**src/rtl/fib_hs_pkg.sv**
```systemverilog
// Shared definitions for the fib ap_ctrl_hs responder and its benches.
// Holds default widths, the control-state encoding and golden Fibonacci values.
// No logic lives here.
package fib_hs_pkg;

  localparam int DATA_WIDTH_DEF = 64;
  localparam int N_WIDTH_DEF    = 32;

  typedef enum logic [1:0] {
    ST_IDLE = 2'd0,
    ST_LOOP = 2'd1,
    ST_DONE = 2'd2
  } state_t;

  // Reference values around the 32-bit and 64-bit wrap points.
  localparam logic [63:0] FIB46 = 64'd1836311903;
  localparam logic [63:0] FIB47 = 64'd2971215073;
  localparam logic [63:0] FIB92 = 64'd7540113804746346429;
  localparam logic [63:0] FIB93 = 64'd12200160415121876738;

endpackage

```
**src/rtl/fib_hs_responder_if.sv**
```systemverilog
// ap_ctrl_hs handshake bundle between a test controller and the fib responder.
// master = caller (drives start/n), slave = responder (drives done/ready/idle/result).
// Purely a wiring container; no timing of its own.
interface fib_hs_responder_if
  import fib_hs_pkg::*;
#(
  parameter int DATA_WIDTH = DATA_WIDTH_DEF,
  parameter int N_WIDTH    = N_WIDTH_DEF
);

  logic                  ap_start;
  logic [N_WIDTH-1:0]    n;
  logic                  ap_done;
  logic                  ap_ready;
  logic                  ap_idle;
  logic [DATA_WIDTH-1:0] ap_return;
  logic                  ap_overflow;

  modport master (
    output ap_start, n,
    input  ap_done, ap_ready, ap_idle, ap_return, ap_overflow
  );

  modport slave (
    input  ap_start, n,
    output ap_done, ap_ready, ap_idle, ap_return, ap_overflow
  );

endinterface

```
**src/rtl/fib_hs_responder.sv**
```systemverilog
// Iterative fib(n) responder speaking the ap_ctrl_hs start/done/idle/ready handshake.
// Latency: done pulse n+1 cycles after the accepted start edge; start-to-start >= n+3.
// Non-pipelined: ap_start is only sampled in IDLE; held start re-launches after DONE.
module fib_hs_responder
  import fib_hs_pkg::*;
#(
  parameter int DATA_WIDTH = DATA_WIDTH_DEF,
  parameter int N_WIDTH    = N_WIDTH_DEF
) (
  input logic                ap_clk,
  input logic                ap_rst,
  fib_hs_responder_if.slave  bus
);

  state_t                state;
  logic [DATA_WIDTH-1:0] a;
  logic [DATA_WIDTH-1:0] b;
  logic                  oa;
  logic                  ob;
  logic [N_WIDTH-1:0]    cnt;
  logic [N_WIDTH-1:0]    nl;
  logic [DATA_WIDTH-1:0] result;
  logic                  result_ovf;

  // One extra bit catches the carry out of the accumulator add.
  logic [DATA_WIDTH:0]   sum;
  assign sum = {1'b0, a} + {1'b0, b};

  // Control FSM plus datapath: a/b walk the sequence, overflow tags travel with values.
  always_ff @(posedge ap_clk) begin
    if (ap_rst) begin
      state      <= ST_IDLE;
      a          <= '0;
      b          <= '0;
      oa         <= 1'b0;
      ob         <= 1'b0;
      cnt        <= '0;
      nl         <= '0;
      result     <= '0;
      result_ovf <= 1'b0;
    end else begin
      case (state)
        ST_IDLE: begin
          if (bus.ap_start) begin
            nl    <= bus.n;
            a     <= '0;
            b     <= {{(DATA_WIDTH-1){1'b0}}, 1'b1};
            oa    <= 1'b0;
            ob    <= 1'b0;
            cnt   <= '0;
            state <= ST_LOOP;
          end
        end
        ST_LOOP: begin
          if (cnt == nl) begin
            result     <= a;
            result_ovf <= oa;
            state      <= ST_DONE;
          end else begin
            a   <= b;
            oa  <= ob;
            b   <= sum[DATA_WIDTH-1:0];
            ob  <= ob | sum[DATA_WIDTH];
            cnt <= cnt + 1'b1;
          end
        end
        ST_DONE: begin
          // Start is deliberately ignored here; only IDLE accepts a new run.
          state <= ST_IDLE;
        end
        default: begin
          state <= ST_IDLE;
        end
      endcase
    end
  end

  // Handshake flags decode straight from the state register, so no input-to-output path.
  assign bus.ap_idle     = (state == ST_IDLE);
  assign bus.ap_done     = (state == ST_DONE);
  assign bus.ap_ready    = (state == ST_DONE);
  assign bus.ap_return   = result;
  assign bus.ap_overflow = result_ovf;

endmodule

```
**src/flat_wrapper.sv**
```systemverilog
// flat-port wrapper written by rule: the top's interface ports become plain ports
module fib_hs_responder_flat import fib_hs_pkg::*;
#(
  parameter int DATA_WIDTH = DATA_WIDTH_DEF,
  parameter int N_WIDTH    = N_WIDTH_DEF
)
  (ap_clk, ap_rst, bus_ap_start, bus_n, bus_ap_done, bus_ap_ready, bus_ap_idle, bus_ap_return, bus_ap_overflow);
  fib_hs_responder_if #(.DATA_WIDTH(DATA_WIDTH), .N_WIDTH(N_WIDTH)) bus_i ();
  input logic ap_clk;
  input logic ap_rst;
  input wire logic [$bits(bus_i.ap_start)-1:0] bus_ap_start;
  input wire logic [$bits(bus_i.n)-1:0] bus_n;
  output wire logic [$bits(bus_i.ap_done)-1:0] bus_ap_done;
  output wire logic [$bits(bus_i.ap_ready)-1:0] bus_ap_ready;
  output wire logic [$bits(bus_i.ap_idle)-1:0] bus_ap_idle;
  output wire logic [$bits(bus_i.ap_return)-1:0] bus_ap_return;
  output wire logic [$bits(bus_i.ap_overflow)-1:0] bus_ap_overflow;
  assign bus_i.ap_start = bus_ap_start;
  assign bus_i.n = bus_n;
  assign bus_ap_done = bus_i.ap_done;
  assign bus_ap_ready = bus_i.ap_ready;
  assign bus_ap_idle = bus_i.ap_idle;
  assign bus_ap_return = bus_i.ap_return;
  assign bus_ap_overflow = bus_i.ap_overflow;
  fib_hs_responder #(.DATA_WIDTH(DATA_WIDTH), .N_WIDTH(N_WIDTH)) u_core (.ap_clk(ap_clk), .ap_rst(ap_rst), .bus(bus_i));
endmodule
```
**config.mk**
```make
export PLATFORM = sky130hd
export DESIGN_NAME = fib_hs_responder_flat
export DESIGN_NICKNAME = d
export VERILOG_FILES = /design/src/rtl/fib_hs_pkg.sv /design/src/rtl/fib_hs_responder_if.sv /design/src/rtl/fib_hs_responder.sv /design/src/flat_wrapper.sv
export SDC_FILE = /design/constraint.sdc
export NUM_CORES = 1
export LEC_CHECK = 0
export ABC_CLOCK_PERIOD_IN_PS = 4100
export BUFFER_PORTS_ARGS = -buffer_cell sky130_fd_sc_hd__buf_4
export CAP_MARGIN = 20
export CORE_UTILIZATION = 50
export CTS_BUF_LIST = sky130_fd_sc_hd__clkbuf_8 sky130_fd_sc_hd__clkbuf_16
export DETAILED_ROUTE_END_ITERATION = 10
export PLACE_DENSITY = 0.7
export SYNTH_ARGS = -nofsm -noshare
export SYNTH_HDL_FRONTEND = slang
export SYNTH_SLANG_ARGS = --single-unit
```
**constraint.sdc**
```tcl
create_clock -name ap_clk -period 4.1 [get_ports ap_clk]
set_input_delay 0.205 -clock ap_clk [delete_from_list [all_inputs] [get_ports ap_clk]]
set_output_delay 0.205 -clock ap_clk [all_outputs]
set_load 0.01 [all_outputs]
```
==> run summary <==
The worst ir drop on vdd came out at between 300 and 400 uV. The total grt overflow is 0. Headroom to the max-slew limit came out at between 30% and 40%. The worst endpoint data arrival time came out at between 3000 and 4000 ps. The starting density of the core came out at between 50% and 60%.

The first-iteration detailed-routing DRC count came out at 703. In this run the deepest clock path goes through 3 buffers. The detailed placer's ending HPWL came out at 23000 um. The final critical path takes up between 80% and 90% of the cycle. Dividing the detail-routed wire length by the instance count gives 16.4 um.

The combined area of all synthesized cells came out at about 13000 um^2. The pin slew with the least headroom to its limit is slightly below 1000 ps. The startpoint-to-endpoint class of the critical path is reg -> reg. The number of levels in the clock H-tree is 1.

The flow ran to the end, but the final reports show violations. Entering global routing, the biggest net connects 70 pins. For this design, the CTS-stage hold fixing added 32 buffers. The total track usage is between 20% and 30%. In the routed design, unresolved DRC markers number 14. In the layout the commonest cells are sky130_fd_sc_hd__dfxtp_1, sky130_fd_sc_hd__nand2_1, sky130_fd_sc_hd__a21oi_1.

The area enclosed by the die boundary came out at between 20000 and 30000 um^2. After detailed placement, the total cell area comes to between 10000 and 15000 um^2. Using the TritonRoute via totals, the vias-per-cell ratio works out to between 5 and 6.

The slowest stage of the critical path is the sky130_fd_sc_hd__nor4_2 cell. The final max-slew violation count was 0. For this design the static power due to leakage is a little under 7 nW. The area of the core is 26100 um^2. The number of buffers added for setup after CTS is 0. The sequential cell area is between 5000 and 6000 um^2. The signal on the critical path passes through ha_1, inv_1, fa_1, nand2b_1, a21oi_4, a311oi_1, nor4_2, a21oi_2, o41ai_4, o31ai_2, o21ai_2, a211oi_1, a211o_1. The detailed-routing iteration count for the pre-antenna-repair pass came out at 8.

The final weighted congestion in routability-driven placement came out at between 0.8 and 0.9. The async set-reset flop share out of synthesis is 0%. Summed over all failing endpoints, the final setup total negative slack is 0 ps. The worst setup path is launched from a flop.

The post-detailed-route count of antenna-violating nets is 0. The post-synthesis register bit count is around 260. The number of antenna violations at the first check in global routing was 0. The number of vias after detailed routing is roughly 12000. The die is roughly 170 um tall. The most frequently used flop master after synthesis is sky130_fd_sc_hd__dfxtp_1. Grouping stages by cell kind, the critical path spends the most delay in compound AO/OA/AOI/OAI gates. The unique cell type count in the Yosys netlist came out at between 60 and 70. The commonest non-fill, non-tap cell in the layout is sky130_fd_sc_hd__dfxtp_1.

Setup repair after global routing left no endpoint under its margin. The highest fanout seen on the critical path is 5. Derived from the worst setup path, the maximum achievable clock frequency is between 0.2 and 0.3 GHz.

At the end of the flow, the number of nets in the layout was about 1800. The number of fillers in the final layout came out at roughly 2300. The worst hold path belongs to the class in -> reg. The post-synthesis net count is about 1700. The count of max-cap constraint violations came out at 0.

The growth of design area from synthesis to finish came out at 16.9%. The boundary pin count came out at ~100. The number of buffers added on ports came out at just over 100. The number of global-route vias before repair is around 11000. The clock reaches the later pin of the worst-skew pair after ~550 ps.

Summed over all layers, the routed wires come to ~33000 um. The CTS tree is yes. The gate count of the mapped netlist is between 1500 and 2000. In this run the core area contains roughly 60 standard-cell rows. The ratio of cells with drive above 1 in the final layout came out at between 10% and 20%. The die is around 170 um wide. The checks that failed: DRC. The tree is rooted in a sky130_fd_sc_hd__clkbuf_16. The worst setup path is captured at a flop.

The critical path's largest stage delay came out at 420 ps. The fraction of the yosys area taken by sequential cells is about two fifths. The overall power after layout is 0.00554 W. The minimum clock period after layout came out at roughly 3500 ps. The Yosys warning count came out at 0. The ratio of total power to cell area is between 300 and 400 nW/um^2. The post-route cell area came out at about 16000 um^2.

The post-cts sizing count is 0. The setup-violating endpoint count in the final report is 0. In this run, CTS created clock tree buffers numbering 28. The post-synthesis average cell area is roughly 8.3 um^2. Between clock sinks in the finished design, the worst skew comes to about 9.6 ps. For this design, the sink count on the clock tree is between 200 and 300. The clock-pin slew of the registers on the worst-case setup and hold paths is about 60 ps. The wire length of the first global-routing pass came out at about 54000 um. The hold violation count in the final report is 0.

The buffers plus inverters on the worst setup path is 1. The count of flip-flops with a built-in enable after synthesis came out at 0. The endpoint required time on the critical path came out at between 4000 and 5000 ps. The number of antenna diodes in the final layout is 0. The footprint of the multi-input gates is 7660 um^2.
## state kept, by name, indices dropped and copies added (netlist names)
name and cells:
u_core.a 64, u_core.b 64, u_core.bus.ap_overflow 1, u_core.bus.ap_return 64, u_core.cnt 32, u_core.nl 32
u_core.oa 1, u_core.ob 1, u_core.state 2
## per-layer routing
layer	track usage, %	wire length [um]
met5	0	0
met1	34.2	16100
met2	39.2	15100
met3	2.60	1430
met4	6.03	714
## worst reg2reg max path, stage by stage, from the launching register on
cell	delay, ps
sky130_fd_sc_hd__dfxtp_1	360
sky130_fd_sc_hd__ha_1	210
sky130_fd_sc_hd__inv_1	60
sky130_fd_sc_hd__fa_1	410
sky130_fd_sc_hd__nand2b_1	210
sky130_fd_sc_hd__a21oi_4	210
sky130_fd_sc_hd__a311oi_1	170
sky130_fd_sc_hd__nor4_2	420
sky130_fd_sc_hd__a21oi_2	180
sky130_fd_sc_hd__o41ai_4	410
sky130_fd_sc_hd__o31ai_2	140
sky130_fd_sc_hd__o21ai_2	220
sky130_fd_sc_hd__a211oi_1	110
sky130_fd_sc_hd__a211o_1	280
## power breakdown
part | total [W] | switching [W] | leakage (nW) | internal (W)
sequential | 0.00258 | 0.0000198 | 2.11 | 0.00256
clock | 0.00266 | 0.00104 | 0.503 | 0.00162
combinational | 0.000295 | 0.000200 | 4.23 | 0.0000952
## path summary, 6_finish.rpt
path	slack, ps	from	cells past startpoint	endpoint
max	600	u_core.a[0]	13	u_core.b[60]
min reg2reg	470	u_core.nl[30]	2	u_core.nl[30]
max reg2reg	600	u_core.a[0]	13	u_core.b[60]
min	130	ap_rst	2	u_core.state[0]
## per-stage QoR
step	hold WS [ps]	utilization (%)	setup slack [ps]	cells
2_1_floorplan	341	-	1070	1598
3_3_place_gp	455	54.7	791	1953
3_5_place_dp	460	54.7	642	1953
4_1_cts	132	59.7	620	2037
5_1_grt	157	59.7	465	2037
6_report	135	59.7	602	2037
## kinds of logic after synthesis
| group | count (synthesis) | share of synthesized area (%) |
|---|---|---|
| mux | 65 | 4.88 |
| flops | 261 | 39.2 |
| buf+inv | 122 | 3.71 |
| fa+ha+maj | 66 | 6.25 |
| simple gates | 561 | 18.8 |
| compound gates | 411 | 19.9 |
| xor+xnor | 112 | 7.35 |
## cells in the mapped netlist (all sizes together), types with 36 or more instances
library cell,number,area share [%]
ha,65,6.1
a22o,43,2.8
xor2,76,5.0
clkbuf,70,2.0
a21oi,165,6.3
mux2i,65,4.9
xnor2,36,2.4
dfxtp,261,39
nand2,219,6.2
nand3,66,2.5
o21ai,80,3.1
nor2,155,4.4
## final cells by class
| type | instances | share of cell area (%) |
|---|---|---|
| clock buffers | 34 | 5.10 |
| clock inverters | 18 | 1.22 |
| inverters | 22 | 0.530 |
| multi-input cells | 1215 | 49.1 |
| flip-flops and latches | 261 | 33.5 |
| well taps | 335 | 2.69 |
| repair buffers | 152 | 7.83 |
No activity file was read; power rests on OpenSTA's default activity.
